**src/rtl/rom_share_arbiter.sv**
```systemverilog
// rom_share_arbiter: round-robin two-port arbiter for one async ROM with lockable bursts and registered read data.
module rom_share_arbiter #(
  parameter int ADDR_W = 14,
  parameter int DATA_W = 8,
  parameter int MAX_LOCK = 64
) (
  input  logic              clk,
  input  logic              rst,
  input  logic              req0,
  input  logic              lock0,
  input  logic [ADDR_W-1:0] addr0,
  output logic              gnt0,
  output logic              rvalid0,
  input  logic              req1,
  input  logic              lock1,
  input  logic [ADDR_W-1:0] addr1,
  output logic              gnt1,
  output logic              rvalid1,
  output logic [DATA_W-1:0] rdata,
  output logic [ADDR_W-1:0] rom_addr,
  input  logic [DATA_W-1:0] rom_data,
  output logic [31:0]       gnt_count0,
  output logic [31:0]       gnt_count1
);
  localparam int CW = $clog2(MAX_LOCK + 1);
  typedef enum logic [1:0] {FREE, HELD0, HELD1} state_t;
  state_t state, state_n;
  logic last, last_n, gnt_any;
  logic [CW-1:0] lock_cnt, cnt_n;
  always_comb begin
    gnt0 = !rst && (state == HELD0 ? req0 : state == FREE && req0 && (!req1 || last));
    gnt1 = !rst && (state == HELD1 ? req1 : state == FREE && req1 && (!req0 || !last));
    gnt_any = gnt0 | gnt1;
    rom_addr = gnt0 ? addr0 : gnt1 ? addr1 : '0;
    cnt_n = lock_cnt + CW'(gnt_any);
    last_n = gnt0 ? 1'b0 : gnt1 ? 1'b1 : last;
    state_n = state;
    // a grant that brings the burst count to MAX_LOCK releases ownership regardless of lock
    if (state == FREE)
      state_n = (MAX_LOCK > 1 && gnt0 && lock0) ? HELD0 : (MAX_LOCK > 1 && gnt1 && lock1) ? HELD1 : FREE;
    else if (state == HELD0)
      state_n = (!lock0 || (gnt0 && cnt_n == CW'(MAX_LOCK))) ? FREE : HELD0;
    else if (state == HELD1)
      state_n = (!lock1 || (gnt1 && cnt_n == CW'(MAX_LOCK))) ? FREE : HELD1;
  end
  always_ff @(posedge clk or posedge rst) begin
    if (rst) begin
      state <= FREE;
      last <= 1'b1;
      lock_cnt <= '0;
      rvalid0 <= 1'b0;
      rvalid1 <= 1'b0;
      rdata <= '0;
      gnt_count0 <= '0;
      gnt_count1 <= '0;
    end else begin
      state <= state_n;
      last <= last_n;
      lock_cnt <= state_n == FREE ? '0 : cnt_n;
      rvalid0 <= gnt0;
      rvalid1 <= gnt1;
      if (gnt_any) rdata <= rom_data;
      gnt_count0 <= gnt_count0 + 32'(gnt0);
      gnt_count1 <= gnt_count1 + 32'(gnt1);
    end
  end
endmodule

```
**config.mk**
```make
export PLATFORM = sky130hd
export DESIGN_NAME = rom_share_arbiter
export DESIGN_NICKNAME = d
export VERILOG_FILES = /design/src/rtl/rom_share_arbiter.sv
export SDC_FILE = /design/constraint.sdc
export NUM_CORES = 1
export LEC_CHECK = 0
export BUFFER_PORTS_ARGS = -buffer_cell sky130_fd_sc_hd__buf_2
export CAP_MARGIN = 5
export CELL_PAD_IN_SITES_DETAIL_PLACEMENT = 0
export CELL_PAD_IN_SITES_GLOBAL_PLACEMENT = 1
export CORE_MARGIN = 2
export CORE_UTILIZATION = 41
export DETAILED_ROUTE_END_ITERATION = 8
export PLACE_DENSITY = 0.95
export SYNTH_ARGS = -nofsm -noshare
export SYNTH_HDL_FRONTEND = slang
export SYNTH_SLANG_ARGS = --single-unit
```
**constraint.sdc**
```tcl
create_clock -name clk -period 4.1 [get_ports clk]
set_input_delay 0.41 -clock clk [delete_from_list [all_inputs] [get_ports clk]]
set_output_delay 0.41 -clock clk [all_outputs]
set_load 0.03 [all_outputs]
```
==> impl_metrics.json <==
{
  "wl_met1_um": 3810,
  "ys_async_sr_fraction_pct": 100,
  "grt_max_degree": 46,
  "hold_path.class": "input pin to asynchronous set/reset pin",
  "antenna_cells": 0,
  "pin_count": 132,
  "final.setup.tns_ps": 0,
  "layout_min_cycle_time_ps": 3110,
  "critPathRequiredTime_ps": 4340,
  "avgSynthCellArea_sq_um": 11.2,
  "skew_ps": 13.9,
  "cp-start-kind": "flop",
  "n_fill_cell": 853,
  "setup_violations": 0,
  "slowest_delay_ps": 600,
  "syn-cell-area_sq_um": 3930,
  "cts_hold_buffers": 0,
  "maxCapViolations": 0,
  "cts_tree": "built",
  "layout-drive-gt1-share_pct": 34.5,
  "syn_nets": 400,
  "htree_levels": 3,
  "tightest_slew_ps": 701,
  "area_growth_pct": 24.9,
  "clk_pin_slew_ps": 90,
  "dieHeight_um": 102,
  "drc": 0,
  "cts_root_buf": "clkbuf_8",
  "via_per_inst": 4.99,
  "post_cts_buffers": 0,
  "cp_max_fo": 19,
  "cpMostUsedCell": "ha_1",
  "cts_buffers": 9,
  "cp_cell_sequence": "nor3b_2 > and2_1 > or2_1 > ha_1 > ha_1 > nand2_1 > o32ai_1 > a2bb2oi_1 > a21oi_1 > a211o_1",
  "routed_wl_um": 8650,
  "placementRows": 35,
  "power_mw": 2.13,
  "hold_viol_final": 0,
  "start_util_pct": 42.3,
  "drtAntennaViolNets": 0,
  "ys_seq_area_share_pct": 53.6,
  "ys.flop_type": "dfrtp_1",
  "cp-end-kind": "flop",
  "final_max_slew_viol_count": 0,
  "dieWidth_um": 102,
  "yosysWarnings": 0,
  "outcome": "finished clean",
  "first_iter_violations": 105,
  "dr.pass1.iters": 4,
  "num_vias": 3105,
  "cts_resized": 0,
  "p_leak_nw": 2.48,
  "cts.path.max_buffers": 2,
  "finalCritPeriodShare_pct": 75.8,
  "grt_pass1_vias": 3195,
  "worstPathArrival_ps": 3340,
  "fmax_mhz": 322,
  "slew_headroom_pct": 53.2,
  "fin_nets": 536,
  "hpwl_um": 6490,
  "highest_layer": "met4",
  "grt_first_pass_wirelength_um": 14500,
  "grt_antenna_before_repair": 0,
  "met2_wirelength_um": 4150,
  "clock_latency_ps": 350,
  "power.density_nw_per_um2": 434,
  "overflow": 0,
  "cts.sinks": 84,
  "core_sq_um": 9280,
  "die_area_sq_um": 10400,
  "rsz0062_at_grt": "no",
  "ir_worst_vdd_uv": 259,
  "wl_per_cell_um": 13.9,
  "dp_cells": 606,
  "track_usage_pct": 17.4,
  "wl_met3_um": 564,
  "ys_seq_elements": 84,
  "io_buffer_count": 131,
  "layout.cells.non_filler": 622,
  "synthDistinctLibCells": 43,
  "gp_congestion": 0.886,
  "synth_edf_count": 0,
  "crit_type": "flop to flop",
  "netlist_instances": 352,
  "slowest_stage": "and2_1"
}
## logic make-up (layout without fill, tap and decap cells)
| logic type | after synthesis | count (layout) | synth area share (%) |
|---|---|---|---|
| simple gates | 147 | 147 | 20.4 |
| flops | 84 | 84 | 53.6 |
| compound gates | 25 | 25 | 5.16 |
| buf+inv | 15 | 156 | 1.69 |
| mux | 8 | 8 | 2.29 |
| fa+ha+maj | 6 | 6 | 1.91 |
| xor+xnor | 67 | 67 | 14.9 |
## per-stage QoR
stage	hold WS, ps	setup WS, ps	instance area (sq um)	utilization (%)
after detailed placement	465	908	4720	50.9
after global routing	231	720	4900	52.8
final	180	992	4900	52.8
after floorplan	533	977	3930	-
after global placement	457	1050	4720	50.9
after CTS	198	966	4900	52.8
## metal layers
metal  vias to the layer above  global-route usage [%]
li1                       1501                       -
met1                      1487                    22.1
met2                       103                    29.4
met3                        14                    4.24
met4                         0                    5.54
met5                         -                       0
## power by group
part           total, mW  switching (mW)  internal (mW)
registers           1.01          0.0844          0.926
clock network      0.546           0.317          0.228
logic              0.571           0.379          0.192
## cell usage after synthesis (2+ instances only)
cell type	number	share of area (%)
dfrtp_1	83	53
xnor2_1	48	11
nand2_1	31	3.0
nand3_1	31	4.0
nor2_1	23	2.2
xor2_1	19	4.2
nand4_1	15	2.4
a22o_1	14	3.1
and3_1	10	1.6
mux2_2	8	2.3
and4_1	7	1.6
clkbuf_1	6	0.57
ha_1	6	1.9
inv_1	6	0.57
nor3_1	6	0.76
nand2b_1	4	0.64
a21oi_1	3	0.38
nor2b_1	3	0.48
and3_2	2	0.38
buf_2	2	0.25
nor3b_2	2	0.64
nor4_1	2	0.32
## cell usage in the layout (no fill, tap or decap), drive strengths merged, types with 4 or more instances in the layout
master / Yosys / final
clkbuf: 6 / 9
and4: 7 / 7
dfrtp: 83 / 83
xnor2: 48 / 48
a22o: 14 / 14
nor2: 24 / 24
inv: 6 / 8
ha: 6 / 6
nor3: 7 / 7
buf: 3 / 134
mux2: 8 / 8
xor2: 19 / 19
nand3: 32 / 32
nand2b: 4 / 4
nand2: 31 / 31
nand4: 15 / 15
and3: 12 / 12
## final cells by class
type                       count  area, sq um  share of cell area, %
inverter                       6         23.8                  0.485
sequential                    84         2100                   42.9
multi-input combinational    253         1760                   35.8
clock inverter                 7         57.6                   1.17
tap                          129          161                   3.29
timing repair buffer         134          678                   13.8
clock buffer                   9          124                   2.53
## flip-flops by register name, indices dropped and copies added (netlist names)
| name | count |
|---|---|
| rdata | 8 |
| gnt_count0 | 32 |
| last | 1 |
| state | 2 |
| lock_cnt | 7 |
| gnt_count1 | 32 |
| rvalid0 | 1 |
| rvalid1 | 1 |
## path summary, 6_finish.rpt
check / from / to / slack, ps / cells after the start
max: state[0] / state[0] / 990 / 10
min: rst / rvalid1 / 180 / 2
min reg2reg: gnt_count0[31] / gnt_count0[31] / 470 / 1
max in group asynchronous: rst / rdata[3] / 2920 / 3
max reg2reg: state[0] / state[0] / 990 / 10
min in group clk: rom_data[4] / rdata[4] / 300 / 2
## worst max-delay path, delay by kind of cell (launching register included)
| family | cells | cell delay [ps] |
|---|---|---|
| and+or+nand+nor | 4 | 1160 |
| adders and majority gates | 2 | 450 |
| AOI/OAI and AO/OA | 4 | 920 |
| DFF | 1 | 460 |
Power figures use the tool's default switching activity.
